`src/rtl/fp_mul_seq_rne.sv`:
```
// Sequential IEEE-754 multiplier: radix-2 shift-add mantissa core, one
// normalise/round cycle, round-to-nearest-even, subnormals flushed to zero.
//
// state | meaning
// IDLE  | waiting for operands, in_ready high
// MUL   | shift-add, one multiplier bit per cycle (MAN_W+1 cycles)
// NORM  | normalise, round, range check
// DONE  | result held; out_valid rises one cycle after entry
module fp_mul_seq_rne #(
    parameter int EXP_W = 8,
    parameter int MAN_W = 23
) (
    input  logic                 clk,
    input  logic                 rst,
    input  logic                 in_valid,
    output logic                 in_ready,
    input  logic [EXP_W+MAN_W:0] a,
    input  logic [EXP_W+MAN_W:0] b,
    output logic                 out_valid,
    input  logic                 out_ready,
    output logic [EXP_W+MAN_W:0] result,
    output logic                 overflow,
    output logic                 underflow,
    output logic                 invalid
);

    localparam int W     = 1 + EXP_W + MAN_W;
    localparam int P     = MAN_W + 1;
    localparam int EW    = EXP_W + 2;
    localparam int CNT_W = $clog2(MAN_W + 1);

    localparam logic [EW-1:0]    BIAS_E  = EW'((1 << (EXP_W - 1)) - 1);
    localparam logic [EW-1:0]    EMAX_E  = EW'((1 << EXP_W) - 1);
    localparam logic [CNT_W-1:0] CNT_END = CNT_W'(MAN_W);
    localparam logic [W-1:0]     QNAN    = {1'b0, {EXP_W{1'b1}}, 1'b1, {(MAN_W-1){1'b0}}};

    typedef enum logic [1:0] {
        S_IDLE = 2'd0,
        S_MUL  = 2'd1,
        S_NORM = 2'd2,
        S_DONE = 2'd3
    } state_t;

    state_t             state_q, state_d;
    logic [P-1:0]       mcand_q, mcand_d;
    logic [P-1:0]       mplier_q, mplier_d;
    logic [2*P-1:0]     acc_q, acc_d;
    logic [CNT_W-1:0]   cnt_q, cnt_d;
    logic [EW-1:0]      exp_q, exp_d;
    logic               sign_q, sign_d;
    logic [W-1:0]       result_q, result_d;
    logic               overflow_q, overflow_d;
    logic               underflow_q, underflow_d;
    logic               invalid_q, invalid_d;
    logic               out_valid_q, out_valid_d;

    // Operand field split and classification
    logic               a_sign, b_sign, p_sign;
    logic [EXP_W-1:0]   a_exp, b_exp;
    logic [MAN_W-1:0]   a_frac, b_frac;
    logic               a_nan, b_nan, a_inf, b_inf, a_zero, b_zero, any_special;

    assign a_sign = a[W-1];
    assign b_sign = b[W-1];
    assign p_sign = a_sign ^ b_sign;
    assign a_exp  = a[MAN_W +: EXP_W];
    assign b_exp  = b[MAN_W +: EXP_W];
    assign a_frac = a[MAN_W-1:0];
    assign b_frac = b[MAN_W-1:0];
    assign a_nan  = (&a_exp) && (|a_frac);
    assign b_nan  = (&b_exp) && (|b_frac);
    assign a_inf  = (&a_exp) && !(|a_frac);
    assign b_inf  = (&b_exp) && !(|b_frac);
    assign a_zero = !(|a_exp);
    assign b_zero = !(|b_exp);
    assign any_special = a_nan | b_nan | a_inf | b_inf | a_zero | b_zero;

    // Special-operand result, NaN first, then inf*zero, inf, zero
    logic [W-1:0] spec_res;
    logic         spec_inv;
    always_comb begin
        spec_res = '0;
        spec_inv = 1'b0;
        if (a_nan || b_nan) begin
            spec_res = QNAN;
        end else if ((a_inf && b_zero) || (a_zero && b_inf)) begin
            spec_res = QNAN;
            spec_inv = 1'b1;
        end else if (a_inf || b_inf) begin
            spec_res = {p_sign, {EXP_W{1'b1}}, {MAN_W{1'b0}}};
        end else begin
            spec_res = {p_sign, {(EXP_W+MAN_W){1'b0}}};
        end
    end

    // One shift-add step: add multiplicand into the upper half, shift right
    logic [P:0] mul_sum;
    always_comb begin
        mul_sum = {1'b0, acc_q[2*P-1:P]} + (mplier_q[0] ? {1'b0, mcand_q} : '0);
    end

    // Normalise, round to nearest even, and range-check the finished product
    logic               nrm_top, nrm_guard, nrm_sticky, nrm_rnd;
    logic [P-1:0]       nrm_mant;
    logic [P:0]         nrm_mant_r;
    logic [EW-1:0]      nrm_exp;
    logic [MAN_W-1:0]   nrm_frac;
    logic [W-1:0]       nrm_res;
    logic               nrm_ovf, nrm_unf;
    always_comb begin
        nrm_top = acc_q[2*MAN_W+1];
        if (nrm_top) begin
            nrm_mant   = acc_q[2*MAN_W+1:MAN_W+1];
            nrm_guard  = acc_q[MAN_W];
            nrm_sticky = |acc_q[MAN_W-1:0];
            nrm_exp    = exp_q + EW'(1);
        end else begin
            nrm_mant   = acc_q[2*MAN_W:MAN_W];
            nrm_guard  = acc_q[MAN_W-1];
            nrm_sticky = |acc_q[MAN_W-2:0];
            nrm_exp    = exp_q;
        end
        nrm_rnd    = nrm_guard && (nrm_sticky || nrm_mant[0]);
        nrm_mant_r = {1'b0, nrm_mant} + (P+1)'(nrm_rnd);
        // A carry out of rounding leaves 1.000..0, so the fraction is all zeros
        if (nrm_mant_r[P]) begin
            nrm_exp  = nrm_exp + EW'(1);
            nrm_frac = '0;
        end else begin
            nrm_frac = nrm_mant_r[MAN_W-1:0];
        end
        nrm_ovf = 1'b0;
        nrm_unf = 1'b0;
        if (!nrm_exp[EW-1] && (nrm_exp >= EMAX_E)) begin
            nrm_res = {sign_q, {EXP_W{1'b1}}, {MAN_W{1'b0}}};
            nrm_ovf = 1'b1;
        end else if (nrm_exp[EW-1] || (nrm_exp == '0)) begin
            nrm_res = {sign_q, {(EXP_W+MAN_W){1'b0}}};
            nrm_unf = 1'b1;
        end else begin
            nrm_res = {sign_q, nrm_exp[EXP_W-1:0], nrm_frac};
        end
    end

    // Next-state and datapath control
    always_comb begin
        state_d     = state_q;
        mcand_d     = mcand_q;
        mplier_d    = mplier_q;
        acc_d       = acc_q;
        cnt_d       = cnt_q;
        exp_d       = exp_q;
        sign_d      = sign_q;
        result_d    = result_q;
        overflow_d  = overflow_q;
        underflow_d = underflow_q;
        invalid_d   = invalid_q;
        out_valid_d = 1'b0;
        case (state_q)
            S_IDLE: begin
                if (in_valid) begin
                    overflow_d  = 1'b0;
                    underflow_d = 1'b0;
                    invalid_d   = 1'b0;
                    if (any_special) begin
                        result_d  = spec_res;
                        invalid_d = spec_inv;
                        state_d   = S_DONE;
                    end else begin
                        mcand_d  = {1'b1, a_frac};
                        mplier_d = {1'b1, b_frac};
                        acc_d    = '0;
                        cnt_d    = '0;
                        sign_d   = p_sign;
                        exp_d    = {2'b00, a_exp} + {2'b00, b_exp} - BIAS_E;
                        state_d  = S_MUL;
                    end
                end
            end
            S_MUL: begin
                acc_d    = {mul_sum, acc_q[P-1:1]};
                mplier_d = mplier_q >> 1;
                if (cnt_q == CNT_END) begin
                    cnt_d   = '0;
                    state_d = S_NORM;
                end else begin
                    cnt_d = cnt_q + CNT_W'(1);
                end
            end
            S_NORM: begin
                result_d    = nrm_res;
                overflow_d  = nrm_ovf;
                underflow_d = nrm_unf;
                state_d     = S_DONE;
            end
            S_DONE: begin
                out_valid_d = !(out_valid_q && out_ready);
                if (out_valid_q && out_ready) begin
                    state_d = S_IDLE;
                end
            end
            default: state_d = S_IDLE;
        endcase
    end

    // State and datapath registers, synchronous reset
    always_ff @(posedge clk) begin
        if (rst) begin
            state_q     <= S_IDLE;
            mcand_q     <= '0;
            mplier_q    <= '0;
            acc_q       <= '0;
            cnt_q       <= '0;
            exp_q       <= '0;
            sign_q      <= 1'b0;
            result_q    <= '0;
            overflow_q  <= 1'b0;
            underflow_q <= 1'b0;
            invalid_q   <= 1'b0;
            out_valid_q <= 1'b0;
        end else begin
            state_q     <= state_d;
            mcand_q     <= mcand_d;
            mplier_q    <= mplier_d;
            acc_q       <= acc_d;
            cnt_q       <= cnt_d;
            exp_q       <= exp_d;
            sign_q      <= sign_d;
            result_q    <= result_d;
            overflow_q  <= overflow_d;
            underflow_q <= underflow_d;
            invalid_q   <= invalid_d;
            out_valid_q <= out_valid_d;
        end
    end

    assign in_ready  = (state_q == S_IDLE);
    assign out_valid = out_valid_q;
    assign result    = result_q;
    assign overflow  = overflow_q;
    assign underflow = underflow_q;
    assign invalid   = invalid_q;

endmodule

```
`config.mk`:
```
export PLATFORM = sky130hd
export DESIGN_NAME = fp_mul_seq_rne
export DESIGN_NICKNAME = d
export VERILOG_FILES = /design/src/rtl/fp_mul_seq_rne.sv
export SDC_FILE = /design/constraint.sdc
export NUM_CORES = 1
export LEC_CHECK = 0
export CORE_UTILIZATION = 55
export CTS_CLUSTER_DIAMETER = 200
export DETAILED_ROUTE_END_ITERATION = 7
export GPL_ROUTABILITY_DRIVEN = 0
export HOLD_SLACK_MARGIN = 0.05
export PLACE_DENSITY = 0.88
export SLEW_MARGIN = 0
export SYNTH_ARGS = -nofsm -noshare
export SYNTH_HDL_FRONTEND = slang
export SYNTH_SLANG_ARGS = --single-unit
```
`constraint.sdc`:
```
create_clock -name clk -period 5.1 [get_ports clk]
set_input_delay 0.51 -clock clk [delete_from_list [all_inputs] [get_ports clk]]
set_output_delay 0.51 -clock clk [all_outputs]
set_load 0.01 [all_outputs]
```
# Word-level counts from Yosys, hierarchy flattened
# Cells that the tools add are included.
# totals
regBits	150
latch_bits	0
ram_bits	0
mem_bits_ro	0
input_bits	68
out_inout_bits	37
elab_cells	115
memories	0
# op_classes
addsub	7
n_mul	0
div	0
n_lt_le_gt_ge	1
eq_ne	9
n_shift	0
n_mux	39
bitwise_logic	8
reduce_logical	39
# ops
operator	n
32-bit two-way mux	4
24-bit two-way mux	4
48-bit two-way mux	2
48-bit one-hot mux with 2 select lines	1
31-bit two-way mux	3
23-bit OR reduction	3
32-bit one-hot mux with 2 select lines	1
24-bit one-hot mux with 2 select lines	1
24-bit by 1-bit adder with 25-bit output	1
24-bit by 24-bit adder with 25-bit output	1
23-bit two-way mux	1
22-bit OR reduction	1
10-bit by 1-bit adder with 10-bit output, second input constant	2
10-bit two-way mux	2
8-bit AND reduction	2
8-bit OR reduction	2
5-bit two-way mux	3
3-bit AND reduction	4
10-bit by 8-bit greater-or-equal comparator with 1-bit output, second input constant	1
10-bit zero test	1
5-bit one-hot mux with 2 select lines	1
9-bit by 7-bit subtractor with 10-bit output, second input constant	1
8-bit by 8-bit adder with 9-bit output	1
1-bit logical AND	9
other kinds (19)	51

# Longest topological paths before layout
# Gate-level depths: netlist (run 1).
# depth
ltp_word	11
mapped_depth	20
mapped_depth_nobuf	13

# Worst setup path after synthesis (run 1)
# OpenSTA, ideal clock, no wires.
# synth_timing
path_kind	register to register
startpoint	reg acc_q[47]
endpoint	reg result_q[16], in the netlist result[16]
setup_ns	0.096
arrival_time_ns	4.404
required_ns	5.004
slack_ns	0.600
stages_incl_launch_ff	21
path_buffers	9
period_less_slack_ns	4.500
path_cell_list	dfxtp_1 > buf_6 > buf_6 > clkbuf_1 > clkbuf_1 > buf_1 > clkbuf_1 > mux2i_1 > nor2b_1 > ha_1 > nand2_1 > or3b_4 > or3_1 > buf_6 > a2111oi_4 > xor2_1 > and2_1 > buf_6 > o21ai_4 > buf_6 > o41ai_2
# synth_between
elab_chain_len	10
word_cells_on_any_way	18
cone_classes	2 x add/sub; 1 x order compare; 9 x mux; 6 x reduce/logical
# synth_lines
item	line	text
start, declared	47	logic [2*P-1:0] acc_q, acc_d;
start signal, assigned	212	acc_q <= '0;
start signal, assigned	225	acc_q <= acc_d;
branches (longest 8 deep; another with 24-bit by 1-bit adder with 25-bit output)	n/a	
31-bit two-way mux *	134	if (!nrm_exp[EW-1] && (nrm_exp >= EMAX_E)) begin
32-bit one-hot mux with 2 select lines *	159	case (state_q)
end signal, assigned	229	result_q <= result_d;
end, declared	51	logic [W-1:0] result_q, result_d;
# Mark *: on every way between the ends.
# A chain may end at the register's enable or synchronous reset.

# Final worst setup path (run 1)
# layout_timing
startpoint	reg acc_q[47]
endpoint	reg result_q[11], in the netlist result[11]
# Same word-level chain as after synthesis.

==> results of run 1 <==
==> power groups by stage <==
stage,sequential [mW],clock (mW),combinational (mW)
5_1_grt,1.48,1.27,1.37
2_1_floorplan,1.43,0,0.914
3_5_place_dp,1.48,0,1.22
6_report,1.46,1.19,1.24
3_3_place_gp,1.48,0,1.19
4_1_cts,1.46,1.21,1.23
==> final cells by class <==
cell class                 instances  area, sq um
tap                              220          275
timing repair buffer             115         1120
sequential                       150         3000
multi-input combinational        943         5950
clock inverter                    15          131
fill                            1350         5590
inverter                          23         86.3
clock buffer                      17          425
==> routing by layer <==
| layer | wire, um | part of all wire, % | vias up | GRT usage (%) |
|---|---|---|---|---|
| li1 | - | - | 4487 | - |
| met1 | 10700 | 44 | 4301 | 37.5 |
| met2 | 11300 | 46 | 377 | 44.5 |
| met3 | 1880 | 7.7 | 41 | 5.54 |
| met4 | 513 | 2.1 | 0 | 9.45 |
| met5 | 0 | 0 | - | 0 |
==> synth_stat cells, types with 8 or more instances <==
cell type	n
nand2_1	175
nand3_1	55
a31oi_1	11
o22ai_1	26
clkbuf_1	60
xnor2_1	36
nor2b_1	9
nand2b_1	8
mux2i_1	12
o41ai_2	8
nand4_1	21
o41ai_1	11
inv_1	22
nor2_1	84
nor3_1	39
a21oi_1	120
and2_1	30
o21ai_0	39
xor2_1	19
a211oi_1	19
nor4_1	27
a22oi_1	12
mux2_2	8
ha_1	47
buf_1	8
dfxtp_1	150
==> sequential cells by signal, summed over array words and instances (netlist names) <==
signal / cells
acc_q: 48
result: 32
mcand_q: 24
mplier_q: 24
exp_q: 10
cnt_q: 5
state_q: 2
invalid: 1
out_valid: 1
overflow: 1
sign_q: 1
underflow: 1
==> layout by cell type (no fill, tap or decap), types with 21 or more instances in the layout <==
master,n
and2_1,30
inv_1,22
xnor2_1,36
o22ai_1,26
ha_1,47
a21oi_1,119
nor3_1,39
dfxtp_1,149
nand4_1,21
o21ai_0,38
nor4_1,27
nor2_1,83
clkdlybuf4s50_1,103
nand2_1,175
nand3_1,55
==> cells by family (layout without fill, tap and decap cells) <==
logic type	count (synthesis)	count (layout)	synth area share, %
AND/OR/NAND/NOR	498	498	26.0
flip-flops	150	150	32.1
XOR/XNOR	55	55	5.15
buffers and inverters	103	170	4.63
adder cells (fa/ha/maj)	49	49	6.72
AO/OA/AOI/OAI	321	321	23.1
multiplexers	20	20	2.25
==> worst max-delay path, stage by stage (launching register included) <==
cell	delay (ns)
dfxtp_2	0.82
buf_4	0.47
mux2i_1	0.18
or3b_4	0.47
nor4_2	0.50
nand3_1	0.22
nand3b_1	0.21
a221o_1	0.44
o21ai_4	0.49
o41ai_1	0.19
==> path summary, 6_finish.rpt <==
kind / slack, ns / endpoint / startpoint
max: 0.95 / result[11] / acc_q[47]
min: 0.43 / exp_q[7] / rst
max reg2reg: 0.95 / result[11] / acc_q[47]
min reg2reg: 0.45 / mcand_q[5] / mcand_q[5]
==> flow_summary_export.csv, run 1 <==
group,metric,value,unit
hold_path,hold_depth,2,
power,p_clk_share,30.6,%
cells_and_area,final_nets,1367,
die,io_pins,105,
worst_setup_path,endpoint_kind,"register",
cells_and_area,diodes,0,
die,core_area,0.0166,sq mm
placed_design,dp.cells,1451,
placed_design,place_ws,0.985,ns
power,pwr-share-seq,37.5,%
synthesis,synth_top_cell_area_share,32.1,%
synthesis,synthArstFlopShare,0,%
routing,wl_per_cell,16.4,um
synthesis,ys_seq_area_share,32.1,%
sta,maxSlewHeadroom,26.9,%
sta,period_minus_slack,4.15,ns
synthesis,synth.avg_cell_area,7.82,sq um
routing,routed_wl,24.3,mm
placed_design,portBuffers,104,
synthesis,syn_nets,1313,
cts,cts.sinks,150,
routing,detail-route-antenna-nets,0,
cts,numCtsBuffers,17,
power,p_total,3.90,mW
power,vdd_drop_max,0.000262,V
worst_setup_path,required,5.39,ns
power,p_int,2.41,mW
cells_and_area,area_growth,17.5,%
die,initial_core_util,56.4,%
sta,max_freq,241,MHz
sta,setup_viol,0,
power,p_leak,3.97,nW
global_route,antenna_found_initial,0,
placed_design,dp_hpwl,17.2,mm
global_route,grtUsageTotal,27.8,%
placed_design,placed_area,0.0104,sq mm
global_route,grt_max_degree,106,
routing,drtIter0Drc,915,
sta,finalCritPeriodShare,81.4,%
synthesis,synth_area_leaders,"dfxtp_1 32%, nand2_1 7.0%, a21oi_1 6.4%, ha_1 6.3%, nor2_1 3.4%",
synthesis,syn_inst,1196,
cts,cts_root_buf,"clkbuf_16",
cells_and_area,finalNonFillerCells,1483,
cells_and_area,final_area,0.0110,sq mm
cells_and_area,post-route-util,66.3,%
cts,cts_tree,"done",
sta,setup-tns-final,0,ns
worst_setup_path,start_kind,"register",
hold_path,hp-class,"input pin to register",
die,die_x,132,um
cts,cts.clk_slew.worst_paths,0.07,ns
cts,clockBufferDepth,2,
routing,vias,9206,
power,comb_power_share,31.9,%
sta,worst_slew_pin_slew,1.09,ns
flow_run,maxCapViolCount,0,
routing,drc,0,
sta,skew,0.00691,ns
global_route,first_global_vias,8332,
worst_setup_path,worst-path-max-fanout,44,
die,die_h,132,um
power,p_sw,1.49,mW
synthesis,yosysWarnings,0,
sta,worst_slack,0.949,ns
cts,clock_latency,0.43,ns
synthesis,ys_ff_latch,150,
die,num_rows,47,
power,switching_share,38.2,%
cts,cts_htree_levels,4,
worst_setup_path,rr_worst_depth,9,
sta,rsz0062_at_grt,"no",
power,pwr_density_cell,354,mW/mm^2
synthesis,synth.distinct_cells,76,
cts,cts.hold.buffers_added,0,
cells_and_area,layout-drive-gt1-share,6.33,%
cts,postCtsSetupRepairBufs,0,
synthesis,synthFlopType,"dfxtp_1",
run_status,status,"finished, final reports clean",
die,dieArea,0.0175,sq mm
routing,via_per_inst,6.21,
sta,finalHoldViolCount,0,
worst_setup_path,worstPathArrival,4.44,ns
sta,hold_slack,0.435,ns
routing,drt_first_pass_iters,7,
global_route,grt_overflow,0,
sta,slew_viol_final,0,
cts,ctsResizeCount,0,
synthesis,synth_edf_count,0,
worst_setup_path,criticalPathCategory,"register to register",
global_route,grt_pass1_wl,40.0,mm
synthesis,synth.largest_area_cell,"dfxtp_1",
synthesis,syn-cell-area,0.00935,sq mm
Note: power is estimated with default switching activity, not from simulation.
==> run 2: changes to the inputs <==
==> constraint.sdc (replaced) <==
create_clock -name clk -period 4.35 [get_ports clk]
set_input_delay 0.435 -clock clk [delete_from_list [all_inputs] [get_ports clk]]
set_output_delay 0.435 -clock clk [all_outputs]
set_load 0.01 [all_outputs]
==> run 2 against run 1 <==
Effect of this change: hold slack improved by 0.015 ns; combinational power increased by 20%; setup slack worse by 0.49 ns; cell area increased by 0.45%; largest cell class unchanged; register-to-register slack lost 0.49 ns; flip-flop and latch count stayed put; sequential power rose by 16%; critical path depth unchanged; sequential share of layout area is 0.12 points lower; first-iteration DRC count grew 24%.
==> flow_summary_export.csv, run 2 (synthesized netlist as in run 1, its figures left out) <==
group,metric,value,unit
cts,cts_root_buf,"clkbuf_16",
power,vdd_drop_max,0.000294,V
sta,finalCritPeriodShare,89.5,%
routing,detail-route-antenna-nets,0,
die,die_x,132,um
power,switching_share,37.5,%
cells_and_area,final_nets,1372,
cells_and_area,mostFrequentLayoutCell,"nand2_1",
worst_setup_path,criticalPathCategory,"register to register",
power,pwr_density_cell,418,mW/mm^2
cells_and_area,seq_area,0.00300,sq mm
routing,drt_first_pass_iters,6,
cts,cts.sinks,150,
sta,period_minus_slack,3.89,ns
power,p_clk_share,30.8,%
power,p_leak,3.99,nW
cells_and_area,diodes,0,
routing,drtIter0Drc,1133,
flow_run,maxCapViolCount,0,
global_route,grtUsageTotal,29.2,%
cts,ctsResizeCount,0,
global_route,grt_max_degree,89,
cells_and_area,final_area,0.0110,sq mm
sta,rsz0062_at_grt,"no",
global_route,antenna_found_initial,0,
routing,met3_length,1.70,mm
die,initial_core_util,56.4,%
routing,wl_met2,11.8,mm
cts,clockBufferDepth,2,
die,core_area,0.0166,sq mm
global_route,grt_overflow,0,
sta,maxSlewHeadroom,39.0,%
worst_setup_path,cp_slowest_cell,"dfxtp_1",
placed_design,dp_hpwl,17.7,mm
routing,wl_per_cell,16.9,um
global_route,first_global_vias,8583,
worst_setup_path,worstPathArrival,4.21,ns
sta,worst_slew_pin_slew,0.916,ns
worst_setup_path,crit_buf_inv,0,
cts,cts_htree_levels,4,
cells_and_area,final_cell_mix,"175 x nand2_1, 149 x dfxtp_1, 119 x a21oi_1, 103 x clkdlybuf4s50_1, 83 x nor2_1",
global_route,grt_pass1_wl,41.8,mm
sta,skew,0.00579,ns
cells_and_area,largest_reg_flops,48,
hold_path,hp-class,"input pin to register",
sta,hold_slack,0.449,ns
cells_and_area,fillers,1344,
cts,cts_tree,"done",
cts,cts.hold.buffers_added,0,
routing,via_per_inst,6.28,
die,die_h,132,um
routing,drt-met1-wl,11.1,mm
cts,cts.clk_slew.worst_paths,0.06,ns
worst_setup_path,worst-path-max-fanout,18,
power,comb_power_share,32.3,%
cts,clock_latency,0.44,ns
sta,slew_viol_final,0,
routing,vias,9347,
worst_setup_path,start_kind,"register",
die,dieArea,0.0175,sq mm
cells_and_area,multi_input_area,0.00595,sq mm
sta,worst_slack,0.457,ns
run_status,status,"finished, final reports clean",
sta,max_freq,257,MHz
sta,setup_viol,0,
cells_and_area,area_growth,18.1,%
die,io_pins,105,
routing,routed_wl,25.2,mm
routing,dr.max_layer_used,"met4",
placed_design,placed_area,0.0105,sq mm
worst_setup_path,required,4.67,ns
worst_setup_path,critPathMaxStageDelay,0.61,ns
worst_setup_path,cp_cell_sequence,"ha_1 -> nand4_2 -> xnor2_1 -> nand4_1 -> a2111oi_4 -> xor2_1 -> and2_1 -> o21ai_4 -> o41ai_1",
cells_and_area,layout-drive-gt1-share,6.62,%
die,num_rows,47,
cts,numCtsBuffers,17,
placed_design,portBuffers,104,
power,pwr-share-seq,36.8,%
routing,drc,0,
cts,postCtsSetupRepairBufs,0,
cells_and_area,top_register,"acc_q",
placed_design,place_ws,0.643,ns
worst_setup_path,crit_family,"compound AO/OA/AOI/OAI gates",
power,p_int,2.89,mW
sta,setup-tns-final,0,ns
sta,finalHoldViolCount,0,
power,p_sw,1.73,mW
worst_setup_path,endpoint_kind,"register",
## run 2: cell count changes in the layout (fill, tap and decap cells not counted), sizes merged
cell | before | now
clkbuf | 17 | 19
buf | 12 | 17
bufinv | 0 | 1
inv | 33 | 24
clkinvlp | 1 | 4
clkinv | 4 | 7
## run 2: worst register-to-register path, cell delays in order (launching register included)
cell       delay [ns]
dfxtp_1          0.61
ha_1             0.44
nand4_2          0.20
xnor2_1          0.51
nand4_1          0.35
a2111oi_4        0.40
xor2_1           0.24
and2_1           0.34
o21ai_4          0.24
o41ai_1          0.44
## run 2: power groups by stage
stage / sequential (mW) / combinational [mW] / clock, mW
global route: 1.72 / 1.63 / 1.49
finish: 1.70 / 1.49 / 1.42
detailed placement: 1.72 / 1.45 / 0
CTS: 1.70 / 1.47 / 1.43
floorplan: 1.67 / 1.07 / 0
global placement: 1.72 / 1.41 / 0
## run 2: final cells by class
cell class | instances | area share [%]
Tap cell | 220 | 2.49
Inverter | 23 | 0.782
Clock buffer | 19 | 4.01
Sequential cell | 150 | 27.2
Timing Repair Buffer | 120 | 10.5
Multi-Input combinational cell | 943 | 53.9
Clock inverter | 13 | 1.14
## run 2: final timing paths
| check | slack, ns | start | end | cells after the start |
|---|---|---|---|---|
| worst max-delay path | 0.46 | exp_q[0] | result[13] | 9 |
| worst max register to register | 0.46 | exp_q[0] | result[13] | 9 |
| worst min register to register | 0.45 | mcand_q[0] | mcand_q[0] | 2 |
| worst min-delay path | 0.45 | rst | invalid | 2 |
## run 2: through the flow
step                      utilization [%]  std cells  power [mW]
after floorplan                         -       1196        2.75
after global placement               63.2       1456        3.13
after detailed placement             63.2       1456        3.17
after CTS                            66.6       1488        4.59
after global routing                 66.6       1488        4.84
final                                66.6       1488        4.62
## run 2: per-layer routing
metal | up-vias | track usage [%]
met3 | 51 | 5.31
met1 | 4400 | 38.1
met4 | 0 | 11.6
met2 | 387 | 47.5
met5 | - | 0
li1 | 4509 | -
==> run 3: changes to the inputs <==
--- a/config.mk
+++ b/config.mk
@@ -5,6 +5,7 @@
 export SDC_FILE = /design/constraint.sdc
 export NUM_CORES = 1
 export LEC_CHECK = 0
+export CORE_ASPECT_RATIO = 0.7
 export CORE_UTILIZATION = 55
 export CTS_CLUSTER_DIAMETER = 200
 export DETAILED_ROUTE_END_ITERATION = 7
==> run 3 against run 2 <==
Effect of this change: clock-buffer cell count fell by 2; fmax is 0.93% higher; combinational power is essentially flat; largest power group unchanged; non-clock buffer count unchanged; die area barely moved; first-iteration DRC count increased by 7.5%; power up 3.5%; cell area grew 0.75%; critical path depth unchanged.
==> flow_summary_export.csv, run 3 (synthesized netlist as in run 1, its figures left out) <==
group,metric,value,unit
run_status,status,"finished, final reports clean",
global_route,grt_overflow,0,
worst_setup_path,crit_family,"compound AO/OA/AOI/OAI gates",
global_route,grt.busiest_layer,"met1",
worst_setup_path,critPathMaxStageDelay,0.61,ns
cts,clockBufferDepth,2,
die,dieArea,0.0175,sq mm
sta,maxSlewHeadroom,41.0,%
worst_setup_path,cp_num_cells,9,
cts,cts.sinks,150,
cts,cts.clk_slew.worst_paths,0.08,ns
global_route,use_met2,46.0,%
worst_setup_path,worst-path-max-fanout,18,
cts,numCtsBuffers,17,
routing,detail-route-antenna-nets,0,
cells_and_area,area_growth,19.0,%
cells_and_area,diodes,0,
hold_path,hold_depth,2,
global_route,antenna_found_initial,0,
placed_design,portBuffers,104,
worst_setup_path,start_kind,"register",
die,io_pins,105,
cts,cts_root_buf,"clkbuf_16",
cells_and_area,mostFrequentLayoutCell,"nand2_1",
die,die_h,111,um
sta,finalHoldViolCount,0,
routing,drt_first_pass_iters,5,
die,die_x,158,um
hold_path,holdPathEnd,"mcand_q[13]",
flow_run,maxCapViolCount,0,
global_route,gr-usage-met1,46.7,%
cells_and_area,largest_reg_flops,48,
routing,drc,0,
routing,vias,9506,
worst_setup_path,required,4.69,ns
cts,cts_htree_levels,4,
routing,routed_wl,27.4,mm
cells_and_area,post-route-util,67.6,%
cts,clock_latency,0.44,ns
sta,rsz0062_at_grt,"no",
hold_path,hp-start,"mcand_q[13]",
worst_setup_path,cp_slowest_cell,"dfxtp_1",
sta,setup-tns-final,0,ns
worst_setup_path,cp_cell_sequence,"ha_1 -> nand4_2 -> xnor2_1 -> nand4_1 -> a2111oi_4 -> xor2_1 -> and2_1 -> o21ai_4 -> o41ai_1",
global_route,grt_pass1_wl,43.9,mm
sta,skew,0.0137,ns
worst_setup_path,rr_worst_depth,9,
cts,ctsResizeCount,0,
routing,via_per_inst,6.37,
worst_setup_path,endpoint_kind,"register",
cts,cts.hold.buffers_added,0,
global_route,grt_max_degree,76,
die,initial_core_util,56.9,%
cts,cts_tree,"done",
global_route,first_global_vias,8523,
worst_setup_path,crit_buf_inv,0,
hold_path,hp-class,"register to register",
cells_and_area,final_nets,1372,
worst_setup_path,criticalPathCategory,"register to register",
die,num_rows,39,
global_route,grtUsageTotal,31.6,%
routing,drtIter0Drc,1218,
die,core_area,0.0164,sq mm
cells_and_area,final_cell_mix,"175 x nand2_1, 149 x dfxtp_1, 119 x a21oi_1, 103 x clkdlybuf4s50_1, 83 x nor2_1",
sta,slew_viol_final,0,
sta,max_freq,259,MHz
worst_setup_path,r2r_start,"exp_q[0]",
global_route,grtUsageMet3,6.49,%
sta,period_minus_slack,3.86,ns
routing,wl_per_cell,18.4,um
worst_setup_path,r2r-end,"result[13]",
power,vdd_drop_max,0.000340,V
power,p_leak,4.04,nW
power,pwr_density_cell,430,mW/mm^2
sta,finalCritPeriodShare,88.7,%
cts,postCtsSetupRepairBufs,0,
cells_and_area,layout-drive-gt1-share,6.70,%
cells_and_area,top_register,"acc_q",
sta,setup_viol,0,
worst_setup_path,worstPathArrival,4.19,ns
worst_setup_path,reg2reg_slack,0.49,ns
sta,worst_slew_pin_slew,0.884,ns
placed_design,dp_hpwl,18.8,mm
[run 3: changes by cell type in the layout (fill, tap and decap cells not counted), sizes merged]
cell      before  now
clkbuf        19   17
clkinvlp       4    0
inv           24   28
clkinv         7    9
[run 3: worst register-to-register path, cell delays in order (launching register included)]
cell and delay (ns):
dfxtp_1 0.61, ha_1 0.44, nand4_2 0.21, xnor2_1 0.49, nand4_1 0.34, a2111oi_4 0.37
xor2_1 0.29, and2_1 0.36, o21ai_4 0.24, o41ai_1 0.40
[run 3: metrics by stage]
stage | instance area (sq um) | hold slack, ns | power (mW) | instances | worst slack (ns)
2_1_floorplan | 9360 | 0.432 | 2.75 | 1196 | 0.00910
3_3_place_gp | 10500 | 0.434 | 3.14 | 1461 | 0.732
3_5_place_dp | 10500 | 0.435 | 3.18 | 1461 | 0.590
4_1_cts | 11100 | 0.453 | 4.74 | 1493 | 0.541
5_1_grt | 11100 | 0.478 | 4.99 | 1493 | 0.222
6_report | 11100 | 0.452 | 4.78 | 1493 | 0.493
[run 3: how the worst max path moves through the flow]
stage,start,endpoint
4_1_cts,acc_q[47],result[5]
2_1_floorplan,acc_q[47],result[16]
3_3_place_gp,acc_q[47],result[5]
3_5_place_dp,acc_q[47],result[5]
6_report,exp_q[0],result[13]
5_1_grt,exp_q[0],result[5]
[run 3: report_power, final]
group          total [mW]  internal [mW]  switching [mW]
Combinational        1.50          0.514           0.984
Sequential           1.71           1.55           0.157
Clock                1.57          0.836           0.738
Total                4.78           2.91            1.88
[run 3: layer usage]
layer / vias up / share of wire [%] / wire length (um)
li1: 4495 / - / -
met1: 4427 / 45 / 12400
met2: 525 / 44 / 11900
met3: 59 / 9.9 / 2730
met4: 0 / 1.5 / 418
met5: - / 0 / 0
[run 3: area by class of cell]
type | count | area, sq um
Inverter | 23 | 86.3
Sequential cell | 150 | 3000
Clock inverter | 15 | 208
Tap cell | 225 | 282
Multi-Input combinational cell | 943 | 5950
Timing Repair Buffer | 120 | 1170
Fill cell | 1320 | 5320
Clock buffer | 17 | 425
